$ cat src/rtl/sipo_frame_ctrl_if.sv
// Bus bundle for sipo_frame_ctrl: serial input side plus parallel valid/ready output.
// The parity_err signal exists only when PARITY_CHECK_EN is defined.
// master: the controller (drives q/q_valid/busy/overrun); slave: source/consumer side.
interface sipo_frame_ctrl_if #(
  parameter int WIDTH = 4
);
  logic             start;
  logic             d;
  logic [WIDTH-1:0] q;
  logic             q_valid;
  logic             q_ready;
  logic             busy;
  logic             overrun;
`ifdef PARITY_CHECK_EN
  logic             parity_err;

  modport master (
    input  start, d, q_ready,
    output q, q_valid, busy, overrun, parity_err
  );
  modport slave (
    output start, d, q_ready,
    input  q, q_valid, busy, overrun, parity_err
  );
`else
  modport master (
    input  start, d, q_ready,
    output q, q_valid, busy, overrun
  );
  modport slave (
    output start, d, q_ready,
    input  q, q_valid, busy, overrun
  );
`endif
endinterface

$ cat src/rtl/sipo_frame_ctrl.sv
// sipo_frame_ctrl: frames WIDTH serial bits into a word, holds it for a valid/ready
// consumer, and pulses overrun when a completed word is dropped under backpressure.
// Optional feature macro: PARITY_CHECK_EN adds an even-parity bit after the data
// bits (PARITY state) and the parity_err flag that qualifies q.
//
//   state  | meaning
//   IDLE   | waiting for start; d ignored
//   SHIFT  | sampling one data bit per cycle
//   PARITY | sampling the parity bit (PARITY_CHECK_EN only)
module sipo_frame_ctrl #(
  parameter int WIDTH     = 4,
  parameter bit MSB_FIRST = 1'b1
) (
  input logic              clk,
  input logic              rst,
  sipo_frame_ctrl_if.master bus
);
  localparam int CNT_W = $clog2(WIDTH);
  localparam logic [CNT_W-1:0] LAST_CNT = CNT_W'(WIDTH - 1);

`ifdef PARITY_CHECK_EN
  typedef enum logic [1:0] {IDLE, SHIFT, PARITY} state_t;
`else
  typedef enum logic {IDLE, SHIFT} state_t;
`endif

  state_t           state_q, state_d;
  logic [CNT_W-1:0] cnt_q, cnt_d;
  logic [WIDTH-1:0] sreg_q, sreg_d, sreg_shift;
  logic [WIDTH-1:0] word;
  logic [WIDTH-1:0] q_q, q_d;
  logic             q_valid_q, q_valid_d;
  logic             overrun_q, overrun_d;
  logic             complete;
`ifdef PARITY_CHECK_EN
  logic             par_err_q, par_err_d;
  logic             word_err;
`endif

  // Shift register value with this cycle's d folded in, in the configured direction
  always_comb begin
    if (MSB_FIRST) sreg_shift = {sreg_q[WIDTH-2:0], bus.d};
    else           sreg_shift = {bus.d, sreg_q[WIDTH-1:1]};
  end

  // Frame sequencing: next state, bit counter, completion strobe and completed word
  always_comb begin
    state_d  = state_q;
    cnt_d    = cnt_q;
    sreg_d   = sreg_q;
    complete = 1'b0;
    word     = sreg_q;
`ifdef PARITY_CHECK_EN
    word_err = 1'b0;
`endif
    case (state_q)
      IDLE: begin
        if (bus.start) begin
          state_d = SHIFT;
          cnt_d   = '0;
        end
      end
      SHIFT: begin
        sreg_d = sreg_shift;
        cnt_d  = cnt_q + 1'b1;
        if (cnt_q == LAST_CNT) begin
`ifdef PARITY_CHECK_EN
          state_d = PARITY;
`else
          complete = 1'b1;
          word     = sreg_shift;
`endif
        end
      end
`ifdef PARITY_CHECK_EN
      PARITY: begin
        complete = 1'b1;
        word     = sreg_q;
        word_err = ^{sreg_q, bus.d};
      end
`endif
      default: state_d = IDLE;
    endcase
    // A start seen on the completing cycle chains straight into the next frame
    if (complete) begin
      if (bus.start) begin
        state_d = SHIFT;
        cnt_d   = '0;
      end else begin
        state_d = IDLE;
      end
    end
  end

  // Holding register and handshake: load, replace on same-edge consume, or drop
  always_comb begin
    q_d       = q_q;
    q_valid_d = q_valid_q;
    overrun_d = 1'b0;
`ifdef PARITY_CHECK_EN
    par_err_d = par_err_q;
`endif
    if (complete) begin
      if (!q_valid_q || bus.q_ready) begin
        q_d       = word;
        q_valid_d = 1'b1;
`ifdef PARITY_CHECK_EN
        par_err_d = word_err;
`endif
      end else begin
        overrun_d = 1'b1;
      end
    end else if (q_valid_q && bus.q_ready) begin
      q_valid_d = 1'b0;
    end
  end

  // State and datapath registers, cleared asynchronously so a partial frame is discarded
  always_ff @(posedge clk or posedge rst) begin
    if (rst) begin
      state_q   <= IDLE;
      cnt_q     <= '0;
      sreg_q    <= '0;
      q_q       <= '0;
      q_valid_q <= 1'b0;
      overrun_q <= 1'b0;
`ifdef PARITY_CHECK_EN
      par_err_q <= 1'b0;
`endif
    end else begin
      state_q   <= state_d;
      cnt_q     <= cnt_d;
      sreg_q    <= sreg_d;
      q_q       <= q_d;
      q_valid_q <= q_valid_d;
      overrun_q <= overrun_d;
`ifdef PARITY_CHECK_EN
      par_err_q <= par_err_d;
`endif
    end
  end

  assign bus.q       = q_q;
  assign bus.q_valid = q_valid_q;
  assign bus.overrun = overrun_q;
  assign bus.busy    = (state_q != IDLE);
`ifdef PARITY_CHECK_EN
  assign bus.parity_err = par_err_q;
`endif

endmodule
$ cat src/flat_wrapper.sv
// flat-port wrapper written by rule: the top's interface ports become plain ports
module sipo_frame_ctrl_flat 
#(
  parameter int WIDTH     = 4,
  parameter bit MSB_FIRST = 1'b1
)
  (clk, rst, bus_start, bus_d, bus_q_ready, bus_q, bus_q_valid, bus_busy, bus_overrun);
  sipo_frame_ctrl_if #(.WIDTH(WIDTH)) bus_i ();
  input logic clk;
  input logic rst;
  input wire logic [$bits(bus_i.start)-1:0] bus_start;
  input wire logic [$bits(bus_i.d)-1:0] bus_d;
  input wire logic [$bits(bus_i.q_ready)-1:0] bus_q_ready;
  output wire logic [$bits(bus_i.q)-1:0] bus_q;
  output wire logic [$bits(bus_i.q_valid)-1:0] bus_q_valid;
  output wire logic [$bits(bus_i.busy)-1:0] bus_busy;
  output wire logic [$bits(bus_i.overrun)-1:0] bus_overrun;
  assign bus_i.start = bus_start;
  assign bus_i.d = bus_d;
  assign bus_i.q_ready = bus_q_ready;
  assign bus_q = bus_i.q;
  assign bus_q_valid = bus_i.q_valid;
  assign bus_busy = bus_i.busy;
  assign bus_overrun = bus_i.overrun;
  sipo_frame_ctrl #(.WIDTH(WIDTH), .MSB_FIRST(MSB_FIRST)) u_core (.clk(clk), .rst(rst), .bus(bus_i));
endmodule
$ cat config.mk
export PLATFORM = sky130hd
export DESIGN_NAME = sipo_frame_ctrl_flat
export DESIGN_NICKNAME = d
export VERILOG_FILES = /design/src/rtl/sipo_frame_ctrl_if.sv /design/src/rtl/sipo_frame_ctrl.sv /design/src/flat_wrapper.sv
export SDC_FILE = /design/constraint.sdc
export NUM_CORES = 1
export LEC_CHECK = 0
export ABC_AREA = 1
export CAP_MARGIN = 20
export CORE_MARGIN = 5
export CORE_UTILIZATION = 48
export DETAILED_ROUTE_END_ITERATION = 7
export PLACE_DENSITY = 0.74
export SETUP_SLACK_MARGIN = 0.2
export SYNTH_ARGS = -nofsm -noshare
export SYNTH_HDL_FRONTEND = slang
export SYNTH_SLANG_ARGS = --single-unit
$ cat constraint.sdc
create_clock -name clk -period 1.2 [get_ports clk]
set_input_delay 0.24 -clock clk [delete_from_list [all_inputs] [get_ports clk]]
set_output_delay 0.24 -clock clk [all_outputs]
set_load 0.02 [all_outputs]
=== Yosys cells after proc, flatten, opt, wreduce, memory -nomap -nowiden ===
Index checks and enable logic that the tools add are counted.

* Register bits: 13
* Word-level logic and storage cells: 32
* Input bits: 5
* Output and inout port bits: 7

* Bitwise operators: 1
* Equal/unequal tests: 2
* Muxes and demuxes: 16
* Reductions and logical operators: 6
* $add $sub $neg: 1

{| class="wikitable"
|+ Operators by type and width
! cell !! count
|-
| $mux W1 || 10
|-
| $mux W4 || 2
|-
| $mux W2 || 3
|-
| $pmux W2 S2 || 1
|-
| $reduce_and A2 Y1 || 2
|-
| $add A2 B1 Y2 const B || 1
|-
| $eq A2 B2 Y1 const B || 1
|-
| $ne A2 B2 Y1 const B || 1
|-
| $reduce_bool A2 Y1 || 1
|-
| $logic_and A1 B1 Y1 || 1
|-
| $logic_not A1 Y1 || 1
|-
| $logic_or A1 B1 Y1 || 1
|-
| $not A1 Y1 || 1
|}

=== Logic depth before layout (Yosys ltp) ===
* Depth after elaboration: 5
* Mapped depth: 6
* Mapped depth without buffers: 6

=== Least setup slack after synthesis ===
OpenSTA, ideal clock, no wires.

* Path kind: register to register
* Start point: register u_core.cnt_q[0]
* End point: register u_core.q_q[1] (netlist: u_core.bus.q[1])
* Path slack: 139 ps
* Data required time: 1,079 ps
* Arrival time: 940 ps
* Period minus slack after synthesis: 1,061 ps
* Setup time: 121 ps
* Path buffers: 0
* Stages on the path, launching flop included: 6
* Cells stage by stage: dfrtp_1 ha_1 nand2_8 clkinv_4 nand2_4 o21ai_1

* Longest elaborated chain between the ends: 4
* Elaborated cells between the ends (all ways): 6
* Classes of those cells: eq/ne: 1; mux: 4; reduce/logical: 1

{| class="wikitable"
|+ Ends and longest elaborated chain
! element !! RTL line !! source
|-
| start: declaration || sipo_frame_ctrl.sv:28 || <nowiki>logic [CNT_W-1:0] cnt_q, cnt_d;</nowiki>
|-
| start signal: assignment || sipo_frame_ctrl.sv:132 || <nowiki>cnt_q <= cnt_d;</nowiki>
|-
| $eq A2 B2 Y1 * || sipo_frame_ctrl.sv:66 || <nowiki>if (cnt_q == LAST_CNT) begin</nowiki>
|-
| $mux W1 || sipo_frame_ctrl.sv:66 ||
|-
| $mux W1 || sipo_frame_ctrl.sv:56 || <nowiki>case (state_q)</nowiki>
|-
| $reduce_and A2 Y1 (no source line) || n/a ||
|-
| end signal: assignment || sipo_frame_ctrl.sv:134 || <nowiki>q_q <= q_d;</nowiki>
|-
| end: declaration || sipo_frame_ctrl.sv:31 || <nowiki>logic [WIDTH-1:0] q_q, q_d;</nowiki>
|}

Every way passes the cells marked *; elsewhere a longest branch is shown, timed or not.
A chain may end at the register's enable or synchronous reset.

=== Worst setup path in the final report ===
* Start point: register u_core.state_q (netlist: u_core.bus.busy)
* End point: output bus_busy

{| class="wikitable"
|+ RTL lines
! element !! RTL line !! source
|-
| start: declaration || sipo_frame_ctrl.sv:27 || <nowiki>state_t state_q, state_d;</nowiki>
|-
| start signal: assignment || sipo_frame_ctrl.sv:131 || <nowiki>state_q <= state_d;</nowiki>
|-
| end: declaration || flat_wrapper.sv:16 || <nowiki>output wire logic [$bits(bus_i.busy)-1:0] bus_busy;</nowiki>
|}

No word-level cell between the ends.

==> metrics.yaml <==
synth:
  synth_cell_type_count: 19
  synth.yosys.warnings: 0
  yosys.area.top_type_share: 0.5098
  yosys.cell_count.top_type: "nand2_1"
  netlist_area_um2: 638.1
  synth_top_cells_by_area: "dfrtp_1, nand2_1, inv_1"
  postSynth.asyncResetShare: 1.000
  synth_fp_nets: 75
  synth_enable_flop_cells: 0
  netlist_top_cells_count: "nand2_1, dfrtp_1, inv_1"
  synthesis.area_per_instance_um2: 9.384
  synthFlopType: "dfrtp_1"
  post_synth_inst_count: 68
  synth-seq-area-share: 0.5098
  synth_area_leader_cell: "dfrtp_1"
  number_of_synthesized_register_bits: 13
clock_network:
  cts_root_buffer: "clkbuf_4"
  cts_sinks: 13
  cts_max_path_buffers: 2
  cts.clk_slew.worst_paths_ns: 0.08
  clock_tree.htree_level_count: 1
  later_pin_clock_latency_in_the_skew_report_ns: 0.28
  tritoncts: "built"
  postCtsHoldBufs: 0
  cts_made_buffers: 3
layout:
  area_of_the_multi_input_gates_um2: 307.8
  fill_cells: 83
  area.sequential_um2: 329.1
  layoutNonFillerInstCount: 106
  syn_to_final_growth_pct: 44.51
  layout-drive-gt1-share: 0.4286
  nNetsFinal: 99
  layout.cell_area.non_filler_um2: 922.1
  diodes: 0
pwr:
  ir_drop_mv: 1.230
  finalPower_mw: 2.386
  cellLeakagePower_nw: 0.4502
  cellPowerDensity_mw_per_mm2: 2587
timing:
  total_negative_slack_for_setup_checks_ns: 0
  grt_setup_unrepaired: "true"
  slew_violations: 0
  final.setup_skew_ns: 0.002369
  tightest_slew_ns: 0.1707
  max_clock_freq_ghz: 0.9336
  setup_viol: 0
  final_min_period_over_clock_period: 0.8926
  slew-limit-headroom: 0.8862
  min_period_ns: 1.071
  hold_violations: 0
setup_path:
  crit_arrival_ns: 0.83
  timing.critical_path.to_type: "output port"
  rr_startpoint: "u_core.cnt_q[1]"
  reg2reg_depth: 4
  critPathKind: "flip-flop to output port"
  critical_path_buf_inv_count: 1
  critPathLaunch: "u_core.bus.busy"
  worstSetupStartpointType: "flip-flop"
  setup.worst_path.end: "bus_busy"
  critical_path.max_fanout: 2
  critical_path.top_delay_family: "flip-flops"
  path_cells: "buf_6"
  cpPeakStageDelay_ns: 0.42
  worstReg2RegEnd: "u_core.bus.busy"
  number_of_gates_on_the_worst_path_with_buffers_counted: 1
  crit_required_ns: 0.96
  reg2reg_slack_ns: 0.15
  crit_path_top_delay_cell: "dfrtp_2"
global_route:
  grt_max_degree: 17
  grt_first_pass_wirelength_mm: 1.738
  globalRouteOverflowTotal: 0
  grt_pass1_vias: 404
  globalRouteTotalUtil: 0.1193
  grt_antenna_before_repair: 0
die:
  floorplan.core_area_mm2: 0.001285
  floorplan.rows: 13
  die-height_um: 46.46
  area_enclosed_by_the_die_boundary_mm2: 0.002159
  die-width_um: 46.46
  pin_count: 12
  initial_utilization: 0.4966
routing:
  vias: 508
  vias_per_cell: 4.792
  detail_route.wl_per_cell_um: 11.83
  initialDrtViolationCount: 3
  detail_route.wirelength_mm: 1.254
  drtPass1Iterations: 2
  ant_nets: 0
  drc: 0
placement:
  post-dp-hpwl_um: 819.4
  place_inst: 96
  post_dp_cell_area_um2: 787.0
  placement.io_buffers: 11
  place_congestion: 0.7894
worst_hold_path:
  hold_path_class: "primary input to async pin"
status:
  status: "completed"
run:
  drv_cap: 0
-- cell families (layout without fill, tap and decap cells) --
group,count (synthesis),count (layout),share of synthesized area
buffers and inverters,11,34,0.1020
flip-flops,13,13,0.5098
adder cells (fa/ha/maj),2,2,0.03921
AND/OR/NAND/NOR,33,33,0.2569
AO/OA/AOI/OAI,9,9,0.09216
-- metal layers --
layer	track usage	up-vias	routed length (um)
met3	0.02344	5	90
li1	-	256	-
met4	0.06818	0	23
met2	0.1841	13	601
met5	0	-	0
met1	0.1537	234	538
-- power by group --
| group | internal [mW] | total [mW] | switching, mW |
|---|---|---|---|
| logic | 0.648 | 1.32 | 0.675 |
| clock network | 0.124 | 0.277 | 0.153 |
| registers | 0.636 | 0.785 | 0.150 |
-- through the flow --
step | utilization | hold slack [ns] | setup WS [ns]
6_report | 0.7176 | 0.2410 | 0.1289
5_1_grt | 0.7176 | 0.2511 | 0.1096
4_1_cts | 0.6602 | 0.2486 | 0.1373
3_5_place_dp | 0.6125 | 0.4668 | -0.003297
3_3_place_gp | 0.6125 | 0.4545 | 0.01927
2_1_floorplan | - | 0.1169 | 0.2105
-- flip-flops by register name, indices dropped and copies added (netlist names) --
register and count:
u_core.bus.busy 1, u_core.bus.overrun 1, u_core.bus.q 4, u_core.bus.q_valid 1, u_core.cnt_q 2, u_core.sreg_q 4
-- cell usage in the layout, fill, tap and decap left out, types with 2 or more instances in the layout --
cell type	count
nor2_1	3
clkbuf_4	3
dfrtp_2	3
dfrtp_1	10
nor2_4	2
inv_1	8
nand2_2	5
buf_4	9
nand2_8	2
clkdlybuf4s50_1	4
ha_4	2
buf_6	8
nand2_1	16
nand3_1	4
o21ai_0	4
-- worst min-delay path by stage --
stage                     startpoint                 end  slack [ns]
finish                           rst     u_core.bus.q[1]        0.24
global route                     rst     u_core.bus.q[1]        0.25
CTS                              rst     u_core.bus.q[1]        0.25
detailed placement  u_core.sreg_q[1]    u_core.sreg_q[2]        0.47
global placement    u_core.sreg_q[2]    u_core.sreg_q[3]        0.45
floorplan                        rst  u_core.bus.overrun        0.12
-- repair_timing --
item | CTS | global route
resized for setup | 43 | 13
pin swaps | 1 | 2
endpoints found under the setup margin | 14 | 14
buffers inserted | 3 | 3
-- area by class of cell --
| cell class | count | area share |
|---|---|---|
| sequential | 13 | 0.3569 |
| multi-input combinational | 44 | 0.3338 |
| clock buffer | 3 | 0.02442 |
| inverter | 9 | 0.04478 |
| clock inverter | 1 | 0.005427 |
| tap | 15 | 0.02035 |
| timing repair buffer | 21 | 0.2144 |
Power figures use the tool's default switching activity.
==> RTL edit (same settings) <==
`WIDTH` is set to 4 in 3 places; all go to 8.
--- a/src/rtl/sipo_frame_ctrl_if.sv
+++ b/src/rtl/sipo_frame_ctrl_if.sv
@@ -3,5 +3,5 @@
 // master: the controller (drives q/q_valid/busy/overrun); slave: source/consumer side.
 interface sipo_frame_ctrl_if #(
-  parameter int WIDTH = 4
+  parameter int WIDTH = 8
 );
   logic             start;
--- a/src/rtl/sipo_frame_ctrl.sv
+++ b/src/rtl/sipo_frame_ctrl.sv
@@ -9,5 +9,5 @@
 //   PARITY | sampling the parity bit (PARITY_CHECK_EN only)
 module sipo_frame_ctrl #(
-  parameter int WIDTH     = 4,
+  parameter int WIDTH     = 8,
   parameter bit MSB_FIRST = 1'b1
 ) (
--- a/src/flat_wrapper.sv
+++ b/src/flat_wrapper.sv
@@ -2,5 +2,5 @@
 module sipo_frame_ctrl_flat 
 #(
-  parameter int WIDTH     = 4,
+  parameter int WIDTH     = 8,
   parameter bit MSB_FIRST = 1'b1
 )
Interface: changed (resized bus_q); port bits go from 12 to 16. The function was not compared with the original's and may differ.
==> RTL edit against the unedited design <==
The flow now finishes with violations (setup timing). Synthesized area is 49% higher. Setup slack worse by 0.17 ns. Design area grew 56%. Highest routed layer unchanged. Sequential cell count grew 9. Utilization is 3.2 points higher. Synthesized cell count increased by 50%. Routed wire length increased by 70%. Critical endpoint is now u_core.bus.q[0]$_DFFE_PP0P_. Total power is 52% higher. Sequential power grew 67%. Via count up 48%. Fmax shrank 14%. Non-clock buffer count rose by 12.
==> RTL edit: results (changes against the unedited design) <==
Synth
  – Largest cells by area after synthesis: dfrtp_1 58%, nand2_1 12%, inv_1 4.3%, o21ai_0 4.2%, ha_1 3.9% (was dfrtp_1 51%, nand2_1 12%, inv_1 4.7%, ha_1 3.9%, nand2_8 3.1%)
  – Syn_nets: 110 (was 75)
  – Count of cell types in the netlist: 17 (was 19)
  – Post-Synthesis Cells: 102 (was 68)

Worst setup path
  – Critical path arrival: 1.48 ns (was 0.83 ns)
  – Worst-path maximum fanout: 6 (was 2)
  – Worst Reg2Reg Path Length in Cells: 7 (was 4)
  – R2R Path End: u_core.bus.q[0]$_DFFE_PP0P_ (was u_core.bus.busy$_DFF_PP0_)
  – Slowest CP cell: dfrtp_1 (was dfrtp_2)
  – R2R Setup Slk: -0.04 ns (was 0.15 ns)
  – Critical path type: register to register (was register to primary output)

Power
  – Combinational power: 1.98 mW (was 1.32 mW)
  – Pleak: 0.702 nW (was 0.450 nW)
  – Pwr dens: 2510 mW/mm^2 (was 2590 mW/mm^2)
  – Switching power share of the total: 39.5% (was 41.0%)
  – Clock power frac: 8.9% (was 11.6%)

Run status
  – Failing checks: setup timing
  – Status: finished, violations left (was finished, final reports clean)

Detailed routing
  – WL final: 2130 um (was 1250 um)
  – Via density per instance: 4.61 (was 4.79)

STA
  – Clock Skew: 0.00706 ns (was 0.00237 ns)
  – Worst relative slew slack: 78.9% (was 88.6%)
  – WHS: 0.241 ns (about the same)
  – Setup violations, final: 11 (was 0)
  – Setup ws final: -0.0404 ns (was 0.129 ns)

Global route
  – First-pass GRT wire length: 3270 um (was 1740 um)
  – Largest net degree at the start of global routing: 23 (was 17)

Placed design
  – Placed insts: 148 (was 96)
  – Number of buffers added on ports: 15 (was 11)
  – Gpl congestion: 0.725 (was 0.789)
  – Post-detail-place hpwl: 1250 um (was 819 um)
  – Area post-placement: 0.00119 mm^2 (was 787 um^2)

Finish
  – # fillers: 127 (was 83)
  – Share of layout cells above drive strength 1: 41.2% (was 42.9%)

Clocking
  – Clock Latency Late Sink: 0.30 ns (was 0.28 ns)
[RTL edit: cell type report]
class                           count  area, um^2  share of cell area (%)
Clock buffer                        3        22.5                    1.56
Tap cell                           27        33.8                    2.34
Inverter                           13        55.1                    3.82
Multi-Input combinational cell     65         429                    29.8
Sequential cell                    22         552                    38.3
Timing Repair Buffer               33         349                    24.2
[RTL edit: layer usage]
metal  GRT usage [%]  vias to the layer above  wire [um]
met3            2.72                        2         62
met1            19.6                      353        931
li1                -                      383          -
met4            7.47                        0         29
met5               0                        -          0
met2            26.7                       14       1100
[RTL edit: kinds of logic after synthesis]
family                     Yosys count  synth area share (%)
AOI/OAI and AO/OA                   14                  8.92
DFF                                 22                  57.7
adders and majority gates            3                  3.94
buffers and inverters               16                  8.66
and+or+nand+nor                     47                  20.7
[RTL edit: what timing repair did]
item                       4_1_cts  5_1_grt
setup endpoints to repair       26       26
cloned                           1        1
gates resized for setup         80       16
pin swaps                       12        6
setup buffers                    4        6
hold buffers                     0        0
